## src/rtl/bcd_timer_core.sv

```systemverilog
// bcd_timer_core: N-digit BCD stopwatch/countdown with keypad load and
// multiplexed seven-segment scan output.
// Optional feature macro: MODULO60_EN (digit 1 counts 0..5 for an SS field).
module bcd_timer_core #(
  parameter int unsigned DIGITS   = 4,
  parameter int unsigned TICK_DIV = 50000000,
  parameter int unsigned SCAN_DIV = 50000
) (
  input  logic                  clk,
  input  logic                  reseta,
  input  logic                  sel,
  input  logic                  pause,
  input  logic                  zero_n,
  input  logic                  cfg,
  input  logic                  key_valid,
  input  logic [3:0]            key_digit,
  output logic [4*DIGITS-1:0]   count,
  output logic                  running,
  output logic                  done,
  output logic [6:0]            seg,
  output logic [DIGITS-1:0]     an
);

  localparam int unsigned CW = 4 * DIGITS;
  localparam int unsigned TW = $clog2(TICK_DIV);
  localparam int unsigned SW = $clog2(SCAN_DIV);
  localparam int unsigned IW = $clog2(DIGITS);
`ifdef MODULO60_EN
  localparam logic [3:0] MAX1 = 4'd5;
`else
  localparam logic [3:0] MAX1 = 4'd9;
`endif

  logic [1:0]    rst_sync;
  logic          rst_n;
  logic [2:0]    pause_sh;
  logic [2:0]    zero_sh;
  logic          pause_evt;
  logic          zero_evt;
  logic [TW-1:0] tick_cnt;
  logic          tick;
  logic [CW-1:0] cnt_inc;
  logic [CW-1:0] cnt_dec;
  logic [CW-1:0] cnt_load;
  logic [CW-1:0] count_n;
  logic          running_n;
  logic          done_n;
  logic          carry;
  logic          borrow;
  logic [3:0]    lim;
  logic [SW-1:0] scan_cnt;
  logic [IW-1:0] idx;
  logic [IW-1:0] idx_n;
  logic [3:0]    scan_digit;

  function automatic logic [6:0] seg_decode(input logic [3:0] d);
    case (d)
      4'd0:    seg_decode = 7'b1000000;
      4'd1:    seg_decode = 7'b1111001;
      4'd2:    seg_decode = 7'b0100100;
      4'd3:    seg_decode = 7'b0110000;
      4'd4:    seg_decode = 7'b0011001;
      4'd5:    seg_decode = 7'b0010010;
      4'd6:    seg_decode = 7'b0000010;
      4'd7:    seg_decode = 7'b1111000;
      4'd8:    seg_decode = 7'b0000000;
      4'd9:    seg_decode = 7'b0010000;
      default: seg_decode = 7'b1111111;
    endcase
  endfunction

  // Reset synchroniser: asynchronous assert, clocked deassert
  always_ff @(posedge clk or negedge reseta) begin
    if (!reseta) rst_sync <= 2'b00;
    else         rst_sync <= {rst_sync[0], 1'b1};
  end
  assign rst_n = rst_sync[1];

  // Button synchronisers plus falling-edge history register (idle high)
  always_ff @(posedge clk or negedge rst_n) begin
    if (!rst_n) begin
      pause_sh <= 3'b111;
      zero_sh  <= 3'b111;
    end else begin
      pause_sh <= {pause_sh[1:0], pause};
      zero_sh  <= {zero_sh[1:0], zero_n};
    end
  end
  assign pause_evt = pause_sh[2] & ~pause_sh[1];
  assign zero_evt  = zero_sh[2] & ~zero_sh[1];

  // Tick prescaler, parked at 0 whenever counting is not enabled
  always_ff @(posedge clk or negedge rst_n) begin
    if (!rst_n)                              tick_cnt <= '0;
    else if (!running || cfg)                tick_cnt <= '0;
    else if (tick_cnt == TW'(TICK_DIV - 1))  tick_cnt <= '0;
    else                                     tick_cnt <= tick_cnt + TW'(1);
  end
  assign tick = running & ~cfg & (tick_cnt == TW'(TICK_DIV - 1));

  // Candidate values: BCD increment, BCD decrement, keypad shift-in
  always_comb begin
    cnt_inc = count;
    cnt_dec = count;
    carry   = 1'b1;
    borrow  = 1'b1;
    lim     = 4'd9;
    for (int i = 0; i < int'(DIGITS); i++) begin
      lim = (i == 1) ? MAX1 : 4'd9;
      if (carry) begin
        if (count[4*i +: 4] >= lim) begin
          cnt_inc[4*i +: 4] = 4'd0;
        end else begin
          cnt_inc[4*i +: 4] = count[4*i +: 4] + 4'd1;
          carry = 1'b0;
        end
      end
      if (borrow) begin
        if (count[4*i +: 4] == 4'd0) begin
          cnt_dec[4*i +: 4] = lim;
        end else begin
          cnt_dec[4*i +: 4] = count[4*i +: 4] - 4'd1;
          borrow = 1'b0;
        end
      end
    end
    cnt_load = {count[CW-5:0], key_digit};
`ifdef MODULO60_EN
    if (cnt_load[7:4] > 4'd5) cnt_load[7:4] = 4'd5;
`endif
  end

  // Next-state selection in strict priority: zero, load, pause, tick
  always_comb begin
    count_n   = count;
    running_n = running;
    done_n    = done;
    if (zero_evt) begin
      count_n   = '0;
      running_n = 1'b0;
      done_n    = 1'b0;
    end else if (cfg && key_valid && (key_digit <= 4'd9)) begin
      count_n = cnt_load;
      done_n  = 1'b0;
    end else if (pause_evt && !(sel && (count == '0))) begin
      running_n = ~running;
    end else if (tick) begin
      if (!sel) begin
        count_n = cnt_inc;
      end else begin
        count_n = cnt_dec;
        if (cnt_dec == '0) begin
          running_n = 1'b0;
          done_n    = 1'b1;
        end
      end
    end
  end

  // Counter state registers
  always_ff @(posedge clk or negedge rst_n) begin
    if (!rst_n) begin
      count   <= '0;
      running <= 1'b0;
      done    <= 1'b0;
    end else begin
      count   <= count_n;
      running <= running_n;
      done    <= done_n;
    end
  end

  // Scan index advance and digit selection
  always_comb begin
    idx_n = idx;
    if (scan_cnt == SW'(SCAN_DIV - 1))
      idx_n = (idx == IW'(DIGITS - 1)) ? '0 : idx + IW'(1);
    scan_digit = 4'(count >> {idx_n, 2'b00});
  end

  // Display scanner and registered segment/anode drive
  always_ff @(posedge clk or negedge rst_n) begin
    if (!rst_n) begin
      scan_cnt <= '0;
      idx      <= '0;
      an       <= ~DIGITS'(1);
      seg      <= 7'b1000000;
    end else begin
      scan_cnt <= (scan_cnt == SW'(SCAN_DIV - 1)) ? '0 : scan_cnt + SW'(1);
      idx      <= idx_n;
      an       <= ~(DIGITS'(1) << idx_n);
      seg      <= seg_decode(scan_digit);
    end
  end

endmodule

```

## config.mk

```make
export PLATFORM = sky130hd
export DESIGN_NAME = bcd_timer_core
export DESIGN_NICKNAME = d
export VERILOG_FILES = /design/src/rtl/bcd_timer_core.sv
export SDC_FILE = /design/constraint.sdc
export NUM_CORES = 1
export LEC_CHECK = 0
export ABC_AREA = 1
export CORE_MARGIN = 2
export CORE_UTILIZATION = 40
export CTS_CLUSTER_DIAMETER = 200
export DETAILED_ROUTE_END_ITERATION = 7
export SLEW_MARGIN = 20
export SYNTH_ARGS = -nofsm -noshare
export SYNTH_HDL_FRONTEND = slang
export SYNTH_SLANG_ARGS = --single-unit
```

## constraint.sdc

```tcl
create_clock -name clk -period 3.3 [get_ports clk]
set_input_delay 0.495 -clock clk [delete_from_list [all_inputs] [get_ports clk]]
set_output_delay 0.495 -clock clk [all_outputs]
set_load 0.005 [all_outputs]
```

==> results.md, run 1 <==
- Die Y: 116.8 um
- Max Fclk: 386.1 MHz
- Count of cell types in the netlist: 43
- Startpoint of the most critical register-to-register path: count[5]
- Synth Register Bits: 81
- Clock net sink count: 81
- Pint: 2.436 mW
- Most common cell after layout, fill and taps aside: sky130_fd_sc_hd__nand2_1
- Root Buffer Master: sky130_fd_sc_hd__clkbuf_16
- Post-synthesis area per instance: 7.480 um^2
- Utilization after layout: 0.4786
- Drc violations: 0
- Worst setup path startpoint: count[5]
- Clock group share of total power: 0.244
- IO buf count: 39
- Global-route congestion overflow total: 0
- Routed vias: 4,612
- Power density over cell area: 681.0 nW/um^2
- Per-cell via count in the routed design: 5.107
- Slew headroom: 0.6395
- Unrepaired setup endpoints after global routing: false
- First-pass GRT wire length: 20.73 mm
- Sequential share of power: 0.334
- Count of final max-slew check failures: 0
- Ordered list of cells on the worst path: inv_1 -> ha_1 -> nand2_2 -> nor2_2 -> nand3_1 -> o21ai_0 -> nand2_1 -> nor2_1 -> nand3_1 -> nand2_1 -> nand3_1 -> nand2_1 -> nand2_1
- Net count reported at finish: 759
- Standard cell area after detailed placement: 5673 um^2
- Synth Net Count: 713
- Gr usage total: 0.1943
- Number of buffers inserted for hold repair after clock tree synthesis: 0
- Outcome: finished clean
- Final critical-path share of the clock period: 0.7848
- Fraction of the yosys area taken by sequential cells: 0.4010
- Overall power consumption: 4.080 mW
- Min Clock Period, post-route: 2590 ps
- Sum of routed wire length over all layers: 12.16 mm
- TritonCTS clock tree: yes
- First-iteration detailed-routing DRC count: 343
- Estimated wirelength of the detail-placed design: 8.965 mm
- # H-tree levels: 3
- Flop-to-flop setup slack: 710 ps
- Switching power total: 1.644 mW
- Yosys Warn Count: 0
- Area of the core: 12,520 um^2
- Slowest cell on crit path: sky130_fd_sc_hd__dfrtp_1
- Routed wire per std cell: 13.47 um
- Clk slew on worst S/H paths: 60 ps
- Element type at the critical path end: flip-flop
- Final-layout fill cell count: 1,262
- Fin. Hold Viols: 0
- Delay of the slowest cell on the worst path: 480 ps
- Setup Viol. Count Final: 0
- Leakage power total: 2.857 nW
- Initial antenna violation count: 0
- Cell mode on critical path: sky130_fd_sc_hd__nand2_1
- Std cell rows: 41
- Crit path launch type: flip-flop
- First-pass detailed-route iteration total: 5
- Worst clock skew on the final layout: 7.848 ps
- Area share of the largest cell type after synthesis: 0.3493
- Setup tns final: 0 ps
- Number of global-route vias before repair: 4,267
- Worst hold slack after final layout: 244.2 ps
- Share of post-route cells with drive strength above 1: 0.1012
- Die ar.: 13,630 um^2
- Worst supply voltage drop on vdd: 0.0003266 V
- Clock latency at the later pin of the worst-skew pair: 350 ps
- Max-capacitance violation count: 0
- Setup crit end: running
- Cell taking the most area after synthesis: sky130_fd_sc_hd__dfrtp_1
- Quantity of gates resized following cts: 0
- Proportion of total power due to net switching: 0.4030
- Largest driver fanout on the critical path: 7
- Cts bufs inserted: 9
- Final worst setup slack: 710.3 ps
- Antenna diode count: 0
- Post-synth design cell area: 5086 um^2
- Setup repair bufs after CTS: 0
- Share of power burned in combinational logic: 0.422
- Most frequent cells in the layout: 157 x sky130_fd_sc_hd__nand2_1, 89 x sky130_fd_sc_hd__inv_1, 89 x sky130_fd_sc_hd__nor2_1, 70 x sky130_fd_sc_hd__dfrtp_1, 56 x sky130_fd_sc_hd__nand3_1
- Die width: 116.8 um
- Syn Inst Count: 680
- Slew at the pin closest to its max-slew limit: 535.1 ps
- Worst path required time: 3540 ps
- Number of top-level pins: 40
- GPL Wtd Cong: 0.9446
- Worst EP arrival: 2830 ps
- Largest net degree at the start of global routing: 80
- Most area-consuming cells after synthesis: sky130_fd_sc_hd__dfrtp_1 35%, sky130_fd_sc_hd__nand2_1 12%, sky130_fd_sc_hd__inv_1 6.6%
- Final cell area excluding filler cells: 5991 um^2
- Post-Place Cells: 886
- Capture instance of the worst register-to-register path: running
- Number of cell instances on the worst register-to-register path: 13
- Layout area overhead: 17.79%
- WS Path Type: flip-flop to flip-flop
- Starting density of the core: 0.4063
- Number of nets still failing antenna checks after routing: 0
- Type of the worst min-delay path: flip-flop to asynchronous set/reset pin
- Maximum clock insertion buffer count: 2
- Post-route non-filler standard cell count: 903
- Worst slack after detailed placement: 747.7 ps
==> layout make-up <==
type                    count  area, um^2  area share
well taps                 172       215.2     0.03592
flip-flops and latches     81        2043      0.3411
clock inverters             4       53.80    0.008981
inverters                  98       367.9     0.06140
repair buffers             42       432.9     0.07226
clock buffers              12       236.5     0.03947
multi-input cells         494        2641      0.4409
==> sequential cells by signal, indices dropped and copies added, names as in the netlist <==
name and count:
an 4, count 16, done 1, idx 2
pause_sh 3, rst_sync 2, running 1, scan_cnt 16
seg 7, tick_cnt 26, zero_sh 3
==> kinds of logic after synthesis <==
family                   after synthesis  share of synthesized area
flip-flops                            81                     0.4010
AO/OA/AOI/OAI                         87                     0.1036
other                                  1                  0.0007373
adder cells (fa/ha/maj)               22                    0.05412
XOR/XNOR                              20                    0.03444
AND/OR/NAND/NOR                      364                     0.3264
buffers and inverters                105                    0.07970
==> Yosys cell counts <==
library cell	instances
sky130_fd_sc_hd__dfrtp_1	71
sky130_fd_sc_hd__or2_0	1
sky130_fd_sc_hd__o22ai_1	3
sky130_fd_sc_hd__and3_1	1
sky130_fd_sc_hd__conb_1	1
sky130_fd_sc_hd__xor2_1	14
sky130_fd_sc_hd__nor3_1	13
sky130_fd_sc_hd__ha_1	22
sky130_fd_sc_hd__o21ai_1	14
sky130_fd_sc_hd__o221ai_1	6
sky130_fd_sc_hd__a21oi_1	14
sky130_fd_sc_hd__o21ai_0	32
sky130_fd_sc_hd__a221oi_1	1
sky130_fd_sc_hd__nand3_2	2
sky130_fd_sc_hd__clkbuf_1	3
sky130_fd_sc_hd__nand2_1	157
sky130_fd_sc_hd__buf_2	3
sky130_fd_sc_hd__nand2_2	9
sky130_fd_sc_hd__o221a_2	2
sky130_fd_sc_hd__nand4_1	11
sky130_fd_sc_hd__o211ai_1	2
sky130_fd_sc_hd__nor2_4	3
sky130_fd_sc_hd__or2_2	3
sky130_fd_sc_hd__a22oi_1	1
sky130_fd_sc_hd__xnor2_1	6
sky130_fd_sc_hd__nor2_8	1
sky130_fd_sc_hd__a211oi_1	3
sky130_fd_sc_hd__nand2_4	7
sky130_fd_sc_hd__a31oi_1	3
sky130_fd_sc_hd__nor2_1	89
sky130_fd_sc_hd__nor3b_1	1
sky130_fd_sc_hd__nor3_4	1
sky130_fd_sc_hd__o21ai_2	4
sky130_fd_sc_hd__nand3b_1	2
sky130_fd_sc_hd__inv_2	9
sky130_fd_sc_hd__buf_6	1
sky130_fd_sc_hd__a21oi_4	1
sky130_fd_sc_hd__inv_1	89
sky130_fd_sc_hd__nand3_1	56
sky130_fd_sc_hd__nor2_2	4
sky130_fd_sc_hd__nor4_1	3
sky130_fd_sc_hd__a21oi_2	1
sky130_fd_sc_hd__dfstp_2	10
==> how the worst min path moves through the flow <==
stage                            from          end  cells after the start
final                     rst_sync[1]  tick_cnt[9]                      0
after global routing      rst_sync[1]  tick_cnt[9]                      0
after CTS                      reseta  rst_sync[1]                      1
after detailed placement  rst_sync[0]  rst_sync[1]                      0
after global placement    rst_sync[0]  rst_sync[1]                      0
after floorplan                reseta  rst_sync[0]                      0
==> power by group through the flow <==
stage | Sequential, mW | Clock [mW] | Combinational [mW]
after floorplan | 1.31 | 0 | 1.16
after global placement | 1.39 | 0 | 1.69
after detailed placement | 1.39 | 0 | 1.67
after CTS | 1.37 | 1.02 | 1.69
after global routing | 1.39 | 1.06 | 1.95
final | 1.36 | 0.995 | 1.72
==> worst max-delay path, delay by kind of cell, from the launching register on <==
family / cells / cell delay [ps]
and+or+nand+nor: 10 / 1140
DFF: 1 / 480
AOI/OAI and AO/OA: 1 / 330
adders and majority gates: 1 / 300
buffers and inverters: 1 / 230
==> routing by layer <==
metal	share of wire	vias up	GRT usage	wire length (um)
met5	0	-	0	0
met4	0.026	0	0.08627	316
met3	0.048	21	0.03166	582
met2	0.44	136	0.2921	5396
met1	0.48	2166	0.2762	5865
li1	-	2289	-	-
Note: power is estimated with default switching activity, not from simulation.
==> run 2, diff against run 1 <==
==> constraint.sdc (replaced) <==
create_clock -name clk -period 2.6 [get_ports clk]
set_input_delay 0.39 -clock clk [delete_from_list [all_inputs] [get_ports clk]]
set_output_delay 0.39 -clock clk [all_outputs]
set_load 0.005 [all_outputs]
==> results.md, run 2 (synthesis results as in run 1) <==
- Outcome: finished clean
- Largest regs: tick_cnt x26, count x16, scan_cnt x16
- Clock latency at the later pin of the worst-skew pair: 350 ps (about the same)
- Most common cell after layout, fill and taps aside: sky130_fd_sc_hd__nand2_1
- Die Y: 116.8 um (unchanged)
- Die ar.: 13,630 um^2 (unchanged)
- Most frequent cells in the layout: 156 x sky130_fd_sc_hd__nand2_1, 89 x sky130_fd_sc_hd__inv_1, 89 x sky130_fd_sc_hd__nor2_1, 70 x sky130_fd_sc_hd__dfrtp_1, 55 x sky130_fd_sc_hd__nand3_1
- Antenna diode count: 0 (unchanged)
- Worst supply voltage drop on vdd: 0.0004273 V (+31%)
- GPL Wtd Cong: 0.9624 (+1.9%)
- Min Clock Period, post-route: 2328 ps (-261.8 ps)
- Largest net degree at the start of global routing: 78 (-2.5%)
- Drc violations: 0 (unchanged)
- Delay of the slowest cell on the worst path: 380 ps (-100 ps)
- Std cell rows: 41 (unchanged)
- Startpoint of the most critical register-to-register path: count[1]
- Power density over cell area: 863.2 nW/um^2 (+27%)
- Global-route congestion overflow total: 0 (unchanged)
- Final-layout fill cell count: 1,253 (-0.71%)
- Cell mode on critical path: sky130_fd_sc_hd__nand2_4
- Share of post-route cells with drive strength above 1: 0.1295 (+0.02827)
- Final critical-path share of the clock period: 0.8954 (+0.1106)
- Type of the worst min-delay path: input port to asynchronous set/reset pin
- Unrepaired setup endpoints after global routing: false
- Number of cell instances on the worst register-to-register path: 14 (+1)
- Count of final max-slew check failures: 0 (unchanged)
- Routed vias: 4,635 (+0.50%)
- First-iteration detailed-routing DRC count: 278 (-19%)
- Largest register FFs: 26 (unchanged)
- Largest driver fanout on the critical path: 9 (+2)
- Leakage power total: 2.948 nW (+3.2%)
- Gr usage total: 0.1923 (-0.001991)
- Maximum clock insertion buffer count: 2 (unchanged)
- Number of global-route vias before repair: 4,429 (+3.8%)
- Area of the core: 12,520 um^2 (unchanged)
- First-pass detailed-route iteration total: 5 (unchanged)
- Slew headroom: 0.6139 (-0.02556)
- Sum of routed wire length over all layers: 12.24 mm (+0.67%)
- Worst clock skew on the final layout: 8.642 ps (+0.7947 ps)
- Worst hold slack after final layout: 199.9 ps (-44.34 ps)
- Starting density of the core: 0.4063 (unchanged)
- First-pass GRT wire length: 20.62 mm (-0.56%)
- Die width: 116.8 um (unchanged)
- # H-tree levels: 3 (unchanged)
- Root Buffer Master: sky130_fd_sc_hd__clkbuf_16
- Max-capacitance violation count: 0 (unchanged)
- Flop-to-flop setup slack: 270 ps (-440 ps)
- Crit path launch type: flip-flop
- Per-cell via count in the routed design: 5.033 (-1.5%)
- Setup tns final: 0 ps (unchanged)
- Layout area overhead: 20.66%
- Number of buffers inserted for hold repair after clock tree synthesis: 0 (unchanged)
- Final worst setup slack: 272.0 ps (-438.2 ps)
- Element type at the critical path end: flip-flop
- Worst EP arrival: 2620 ps (-210 ps)
- Worst path required time: 2890 ps (-650 ps)
- Worst slack after detailed placement: 148.2 ps (-599.5 ps)
- Number of top-level pins: 40 (unchanged)
- Capture instance of the worst register-to-register path: count[15]
- Ordered list of cells on the worst path: inv_1 -> ha_1 -> nand2_4 -> nor2_8 -> nand2_4 -> nor2_2 -> nand2_1 -> o21ai_2 -> inv_2 -> nand2_2 -> nand2_4 -> a21oi_4 -> nand3_1 -> nand2_1
- Clk slew on worst S/H paths: 60 ps (about the same)
- TritonCTS clock tree: yes
- Most flop-heavy register: tick_cnt
- Standard cell area after detailed placement: 5801 um^2 (+2.2%)
- Routed wire per std cell: 13.29 um (-1.3%)
- WS Path Type: flip-flop to flip-flop
- Worst setup path startpoint: count[1]
- Estimated wirelength of the detail-placed design: 9.086 mm (+1.4%)
- Fin. Hold Viols: 0 (unchanged)
- Max Fclk: 429.6 MHz (+11%)
- Slowest cell on crit path: sky130_fd_sc_hd__dfrtp_1
- Final cell area excluding filler cells: 6137 um^2 (+2.4%)
- IO buf count: 39 (unchanged)
- Slew at the pin closest to its max-slew limit: 573.1 ps (+37.94 ps)
- Clock net sink count: 81 (unchanged)
- Initial antenna violation count: 0 (unchanged)
- Overall power consumption: 5.298 mW (+30%)
- Cts bufs inserted: 9 (unchanged)
- Setup Viol. Count Final: 0 (unchanged)
- Net count reported at finish: 777 (+2.4%)
- Number of nets still failing antenna checks after routing: 0 (unchanged)
-- run 2: cell types whose count changed in the layout (fill, tap and decap cells not counted), sizes merged --
| cell | previous run | this run |
|---|---|---|
| inv | 98 | 100 |
| clkinv | 1 | 2 |
| buf | 3 | 21 |
| clkbuf | 12 | 10 |
| bufinv | 1 | 0 |
-- run 2: layout make-up --
type	count	area, um^2	area share
clock buffers	10	239.0	0.03894
inverters	98	367.9	0.05994
flip-flops and latches	81	2043	0.3329
multi-input cells	494	2654	0.4324
well taps	172	215.2	0.03507
repair buffers	60	568.0	0.09256
clock inverters	6	50.05	0.008155
-- run 2: routing by layer --
metal  wire [um]  global-route usage  share of wire
met2        5422              0.2933           0.44
met4         327             0.09647          0.027
met5           0                   0              0
met3         635             0.03373          0.052
met1        5858              0.2635           0.48
-- run 2: worst max-delay path by stage --
| stage | endpoint | slack, ps |
|---|---|---|
| 3_3_place_gp | seg[1] | 270 |
| 3_5_place_dp | seg[3] | 150 |
| 5_1_grt | seg[3] | 10 |
| 2_1_floorplan | an[0] | 190 |
| 6_report | count[15] | 270 |
| 4_1_cts | seg[3] | 130 |
-- run 2: where the power goes --
group	switching, mW	total, mW	internal (mW)
Sequential	0.162	1.60	1.44
Combinational	1.43	2.46	1.03
Clock	0.557	1.24	0.683
Total	2.15	5.30	3.15
-- run 2: per-stage QoR --
step / util / instances
2_1_floorplan: - / 680
3_3_place_gp: 0.4634 / 903
3_5_place_dp: 0.4634 / 903
4_1_cts: 0.4865 / 919
5_1_grt: 0.4903 / 921
6_report: 0.4903 / 921
-- run 2: repair_timing --
| item | in CTS | in global routing |
|---|---|---|
| buffers inserted | 0 | 1 |
| setup endpoints to repair | 0 | 5 |
| gates resized for setup | 0 | 3 |
-- run 2: worst max-delay path, delay by kind of cell, from the launching register on --
family / cells / cell delay [ps]
and+or+nand+nor: 9 / 960
AOI/OAI and AO/OA: 2 / 450
DFF: 1 / 380
adders and majority gates: 1 / 320
buffers and inverters: 2 / 140
